`config.mk`:
```
export PLATFORM = sky130hd
export DESIGN_NAME = gpr_move_sequencer
export DESIGN_NICKNAME = d
export VERILOG_FILES = /design/src/rtl/gpr_move_sequencer.sv
export SDC_FILE = /design/constraint.sdc
export NUM_CORES = 1
export LEC_CHECK = 0
export ABC_AREA = 1
export CAP_MARGIN = 30
export CORE_MARGIN = 2
export CORE_UTILIZATION = 43
export DETAILED_ROUTE_END_ITERATION = 7
export PLACE_DENSITY = 0.85
export SYNTH_ARGS = -nofsm -noshare
export SYNTH_HDL_FRONTEND = slang
export SYNTH_SLANG_ARGS = --single-unit
export TNS_END_PERCENT = 50
```
`constraint.sdc`:
```
create_clock -name clock -period 1.7 [get_ports clock]
set_input_delay 0.255 -clock clock [delete_from_list [all_inputs] [get_ports clock]]
set_output_delay 0.255 -clock clock [all_outputs]
set_load 0.01 [all_outputs]
```
`src/rtl/gpr_move_sequencer.sv`:
```
// Sequences reg->reg and imm->reg moves into registered active-low notOE/notLoad strobes; 3-cycle move (2 for no-op).
// Latency: start@E0 -> write@E2, done E2..E3; start is ignored while busy (accepted again in the RELEASE cycle).
module gpr_move_sequencer #(
  parameter int NREGS  = 8,
  parameter int SEL_W  = 3,
  parameter int DATA_W = 16
) (
  input  logic              clock,
  input  logic              notReset,
  input  logic              start,
  input  logic [SEL_W-1:0]  src_sel,
  input  logic [SEL_W-1:0]  dst_sel,
  input  logic              imm_en,
  input  logic [DATA_W-1:0] imm_data,
  output logic [NREGS-1:0]  regNotOE,
  output logic [NREGS-1:0]  regNotLoad,
  output logic [DATA_W-1:0] bus_data,
  output logic              bus_oe,
  output logic              busy,
  output logic              done,
  output logic              err
);

  typedef enum logic [1:0] {S_IDLE, S_SETUP, S_LOAD, S_RELEASE} state_t;

  localparam logic [NREGS-1:0] LSB = NREGS'(1);

  state_t             r_state;
  logic [NREGS-1:0]   r_not_oe;
  logic [NREGS-1:0]   r_not_ld;
  logic [DATA_W-1:0]  r_bus_data;
  logic               r_bus_oe;
  logic               r_busy;
  logic               r_done;
  logic               r_err;
  logic [SEL_W-1:0]   r_dst;
  logic               r_noop;

  logic               w_dst_bad;
  logic               w_src_bad;
  logic               w_reject;
  logic [NREGS-1:0]   w_src_oe_n;
  logic [NREGS-1:0]   w_dst_ld_n;

  assign w_dst_bad  = int'(dst_sel) >= NREGS;
  assign w_src_bad  = !imm_en && (int'(src_sel) >= NREGS);
  assign w_reject   = w_dst_bad || w_src_bad;
  assign w_src_oe_n = ~(LSB << src_sel);
  assign w_dst_ld_n = ~(LSB << r_dst);

  // RELEASE behaves like IDLE for request sampling, giving 3-cycle throughput;
  // the old source drive drops on the same edge the new one starts, so strobes stay one-hot.
  always_ff @(posedge clock) begin
    if (!notReset) begin
      r_state    <= S_IDLE;
      r_not_oe   <= '1;
      r_not_ld   <= '1;
      r_bus_oe   <= 1'b0;
      r_bus_data <= '0;
      r_busy     <= 1'b0;
      r_done     <= 1'b0;
      r_err      <= 1'b0;
      r_dst      <= '0;
      r_noop     <= 1'b0;
    end else begin
      r_done <= 1'b0;
      r_err  <= 1'b0;
      case (r_state)
        S_IDLE, S_RELEASE: begin
          r_state    <= S_IDLE;
          r_not_oe   <= '1;
          r_not_ld   <= '1;
          r_bus_oe   <= 1'b0;
          r_bus_data <= '0;
          r_busy     <= 1'b0;
          if (start) begin
            if (w_reject) begin
              r_err <= 1'b1;
            end else begin
              r_state <= S_SETUP;
              r_busy  <= 1'b1;
              r_dst   <= dst_sel;
              r_noop  <= !imm_en && (src_sel == dst_sel);
              if (imm_en) begin
                r_bus_oe   <= 1'b1;
                r_bus_data <= imm_data;
              end else begin
                r_not_oe <= w_src_oe_n;
              end
            end
          end
        end
        S_SETUP: begin
          if (r_noop) begin
            r_state <= S_RELEASE;
            r_done  <= 1'b1;
          end else begin
            r_state  <= S_LOAD;
            r_not_ld <= w_dst_ld_n;
          end
        end
        S_LOAD: begin
          r_state  <= S_RELEASE;
          r_not_ld <= '1;
          r_done   <= 1'b1;
        end
        default: r_state <= S_IDLE;
      endcase
    end
  end

  assign regNotOE   = r_not_oe;
  assign regNotLoad = r_not_ld;
  assign bus_data   = r_bus_data;
  assign bus_oe     = r_bus_oe;
  assign busy       = r_busy;
  assign done       = r_done;
  assign err        = r_err;

endmodule

```
=== After elaboration in Yosys (flattened, before gate mapping) ===
Cells that the tools add are included.

* Flip-flop bits (word level): 41
* Latch bits: 0
* RAM bits: 0
* ROM bits: 0
* Bits of input ports: 26
* Logic and storage cells: 38
* Memories: 0

* Add/sub/neg operators: 0
* $mul: 0
* Divide/modulo/power cells: 0
* Magnitude comparators: 0
* Equal/unequal tests: 5
* Shift-type cells: 2
* Multiplexer cells: 14
* Bitwise logic cells: 2
* Reduce and logical (&&, ||, !) cells: 6

{| class="wikitable"
|+ Operators by type and width
! operator !! number
|-
| 16-bit 2-to-1 mux || 2
|-
| 8-bit 2-to-1 mux || 3
|-
| 8-bit NOT || 2
|-
| 8-bit case mux with 2 select lines || 1
|-
| 1-bit by 3-bit left shift with 8-bit output (first input constant) || 2
|-
| 1-bit 2-to-1 mux || 6
|-
| 2-bit case mux with 3 select lines || 1
|-
| 2-bit equality test (second input constant) || 2
|-
| 3-bit equality test || 1
|-
| 3-bit OR reduction || 1
|-
| 2-bit by 1-bit equality test with 1-bit output (second input constant) || 1
|-
| 2-bit zero test || 1
|-
| 2-bit inequality test (second input constant) || 1
|-
| 1-bit case mux with 2 select lines || 1
|-
| 2-bit AND reduction || 1
|-
| 2-bit OR reduction || 1
|-
| 1-bit logical AND || 1
|-
| 1-bit zero test || 1
|}

=== Longest topological paths before layout ===
* Depth after elaboration: 4
* Gate-level depth with buffers: 7
* Mapped depth without buffers: 7

=== Worst setup path after synthesis ===
Ideal clock, no wire load.

* Path kind: flip-flop to flip-flop
* Start point: reg r_state[0]
* End point: reg r_not_oe[1] (netlist: regNotOE[1])
* Data arrival time: 1210 ps
* Required time: 1585 ps
* Slack: 375 ps
* Cell stages (with the launch flop): 7
* Path buffers: 0
* Period minus slack after synthesis: 1325 ps
* Path through: dfxtp_1 > inv_1 > ha_1 > nor2_4 > inv_2 > o22ai_1 > inv_1

* Cells in the longest elaborated chain, start to end: 2

{| class="wikitable"
|+ RTL lines
! item !! line !! RTL
|-
| from (decl) || 28 || <nowiki>state_t r_state;</nowiki>
|-
| from (signal assigned) || 55 || <nowiki>r_state <= S_IDLE;</nowiki>
|-
| from (signal assigned) || 70 || <nowiki>r_state <= S_IDLE;</nowiki>
|-
| from (signal assigned) || 80 || <nowiki>r_state <= S_SETUP;</nowiki>
|-
| 2-bit equality test / 2-bit zero test (equally long branches) || 68 || <nowiki>case (r_state)</nowiki>
|-
| 2-bit OR reduction * || 68 ||
|-
| to (signal assigned) || 88 || <nowiki>r_not_oe <= w_src_oe_n;</nowiki>
|-
| to (decl) || 29 || <nowiki>logic [NREGS-1:0] r_not_oe;</nowiki>
|}

Mark *: on every way between the ends. The rest lies on a longest branch, timed or not.
A chain may end at the register's enable or synchronous reset.

=== Worst setup path after layout ===
* Start point: reg r_state[0]
* End point: reg r_bus_data[8] (netlist: bus_data[8])

* Cells in the longest elaborated chain, start to end: 2

{| class="wikitable"
|+ RTL lines
! item !! line !! RTL
|-
| 2-bit equality test / 2-bit zero test (equally long branches) || 68 ||
|-
| 2-bit OR reduction * || 68 ||
|-
| to (signal assigned) || 86 || <nowiki>r_bus_data <= imm_data;</nowiki>
|-
| to (decl) || 31 || <nowiki>logic [DATA_W-1:0] r_bus_data;</nowiki>
|}

Marked as above.

==> impl_metrics.csv <==
group,metric,value,unit
outcome,status,"finished, final reports clean",
clocking,cts_tree,"built",
worst_setup_path,crit_required,1900,ps
pwr,power_frac_comb,17.3,%
floorplanning,die-area,4213,um^2
placement,port_buffers,60,
sta,fin_skew,4.743,ps
drt,route.detailed.drc,0,
final_layout,area_growth,45.41,%
sta,fmax,672.7,MHz
floorplanning,die_x,64.91,um
grt,antenna_found_initial,0,
final_layout,finalNonFillerCells,313,
clocking,clk_path_buf_depth,2,
final_layout,filler_cell_count,310,
sta,setup_viol,0,
sta,hold_violations,0,
logic_synthesis,yosys.area.top_type,"dfxtp_1",
logic_synthesis,yosysTopAreaCellShare,51.45,%
sta,timing_max_transition_violations_final,0,
clocking,cts_inserted_buffers,5,
floorplanning,initial_core_util,44.24,%
pwr,p_switching,500.9,uW
final_layout,final-seq-area,820.8,um^2
floorplanning,io_pins,62,
grt,grt_overflow_total,0,
final_layout,diodes,0,
clocking,cts.sinks,41,
grt,grt_pass1_wl,5575,um
floorplanning,fp-row-count,22,
worst_hold_path,hold_class,"reg -> reg",
logic_synthesis,syn_area_per_cell,7.937,um^2
logic_synthesis,synth-seq-cells,41,
final_layout,multi_input_area,600.6,um^2
logic_synthesis,ys_warn_count,0,
worst_setup_path,critical_path_arrival,1690,ps
drt,routed_via_density,4.585,
clocking,post-cts-setup-buffer-count,0,
clocking,cts.clk_slew.worst_paths,70,ps
floorplanning,design.core.area,3606,um^2
grt,grt_max_degree,19,
pwr,p_seq_share,51.9,%
placement,dp_slack,165.9,ps
floorplanning,dieHeight,64.91,um
drt,wl_per_cell,10.29,um
sta,fin_tns_setup,0,ps
logic_synthesis,syn_inst,201,
logic_synthesis,synth_area_leaders,"dfxtp_1, nand2_1, inv_1",
drt,vias,1435,
placement,dp_hpwl,2413,um
clocking,holdBufCountCts,0,
sta,rsz0062_at_grt,"no",
pwr,irDropWorstVdd,0.0004242,V
clocking,insertion_delay,290,ps
sta,min_period,1487,ps
pwr,clkPwrFrac,30.7,%
logic_synthesis,syn_nets,229,
logic_synthesis,ys_seq_area_share,51.45,%
sta,setup_slack,213.5,ps
pwr,intPower,1.499,mW
sta,min_period_over_period,87.44,%
placement,place_congestion,0.8161,
clocking,h-tree-depth,2,
worst_setup_path,cp-start-kind,"flop",
grt,first_global_vias,1279,
pwr,leakage,0.9731,nW
placement,placed_cells,306,
drt,first_pass_iters,4,
drt,ant_nets,0,
worst_setup_path,crit_fanout,17,
worst_setup_path,crit_path_end_kind,"flop",
final_layout,drive_gt1_share,9.057,%
drt,first_iter_violations,72,
final_layout,final_nets,293,
grt,track_usage,17.49,%
clocking,cts_resized,0,
run,maxCapViolCount,0,
pwr,swShare,25.04,%
worst_setup_path,critical_path_class,"reg -> reg",
pwr,pwr_density_cell,862.3,nW/um^2
drt,wirelength,3221,um
logic_synthesis,yosysUniqueCellTypes,21,
logic_synthesis,syn_area,1595,um^2
clocking,cts-root-buf,"clkbuf_8",
[layer usage]
metal	global-route usage, %	vias to the layer above	wire (um)
met5	0	-	0
met4	8.511	0	41
met3	7.986	4	328
met2	27.71	57	1495
met1	19.85	623	1356
li1	-	751	-
[cells by family after synthesis]
kind of cell	count (synthesis)	synth area share (%)
AND/OR/NAND/NOR	75	20.55
other	1	0.2351
buffers and inverters	41	10.90
AO/OA/AOI/OAI	41	15.29
adder cells (fa/ha/maj)	2	1.568
flip-flops	41	51.45
[synthesized netlist by cell type, drive strengths merged]
cell     n
ha       2
nand3   13
a21oi    9
dfxtp   41
clkbuf   1
nor3     2
o22ai    2
o21ai   28
nand2   46
inv     35
nor2    14
conb     1
buf      4
clkinv   1
a31oi    2
[layout by cell type (no fill, tap or decap), drive strengths merged]
| master | instances |
|---|---|
| clkdlybuf4s50 | 60 |
| nand2 | 46 |
| dfxtp | 41 |
| inv | 35 |
| o21ai | 28 |
| nor2 | 14 |
| nand3 | 13 |
| a21oi | 9 |
| clkbuf | 7 |
| nor3 | 2 |
| a31oi | 2 |
| o22ai | 2 |
| ha | 2 |
| buf | 2 |
| clkinv | 1 |
| conb | 1 |
[power by group through the flow]
stage          clock network (mW)  registers (mW)  logic [mW]
3_3_place_gp                    0            1.06       0.344
6_report                    0.615            1.04       0.347
2_1_floorplan                   0            1.07       0.175
5_1_grt                     0.681            1.05       0.388
3_5_place_dp                    0            1.06       0.348
4_1_cts                     0.639            1.04       0.349
[worst paths after layout]
check                                   end        from  slack [ps]  cells after the start
worst max-delay path            bus_data[8]  r_state[0]         210                      6
worst min-delay path                 bus_oe      bus_oe         460                      2
worst max register to register  bus_data[8]  r_state[0]         210                      6
worst min register to register       bus_oe      bus_oe         460                      2
[state kept, by name, summed over array words and instances, names as in the netlist]
name and flops:
bus_data 16, regNotLoad 8, regNotOE 8, r_dst 3, r_state 2, bus_oe 1
busy 1, done 1, r_noop 1
[critical path, stage by stage (launching register included)]
cell and delay, ps:
dfxtp_1 330, inv_1 50, ha_1 400, nand2_4 120, clkinv_2 80, nand3_4 190, o21ai_0 220
[layout make-up]
type / instances / area share (%)
timing repair buffer: 62 / 26.54
multi-input combinational: 119 / 25.89
inverter: 36 / 5.879
tap: 48 / 2.589
clock buffer: 7 / 3.722
sequential: 41 / 35.38
[per-stage QoR]
| step | cell area [um^2] | hold WS (ps) | total power [mW] | util, % |
|---|---|---|---|---|
| global placement | 2233 | 439.2 | 1.403 | 61.94 |
| detailed placement | 2233 | 447.7 | 1.409 | 61.94 |
| CTS | 2320 | 464.1 | 2.028 | 64.33 |
| floorplan | 1595 | 400.1 | 1.248 | - |
| global route | 2320 | 484.7 | 2.114 | 64.33 |
| finish | 2320 | 455.4 | 2.000 | 64.33 |
No activity file was read; power rests on OpenSTA's default activity.
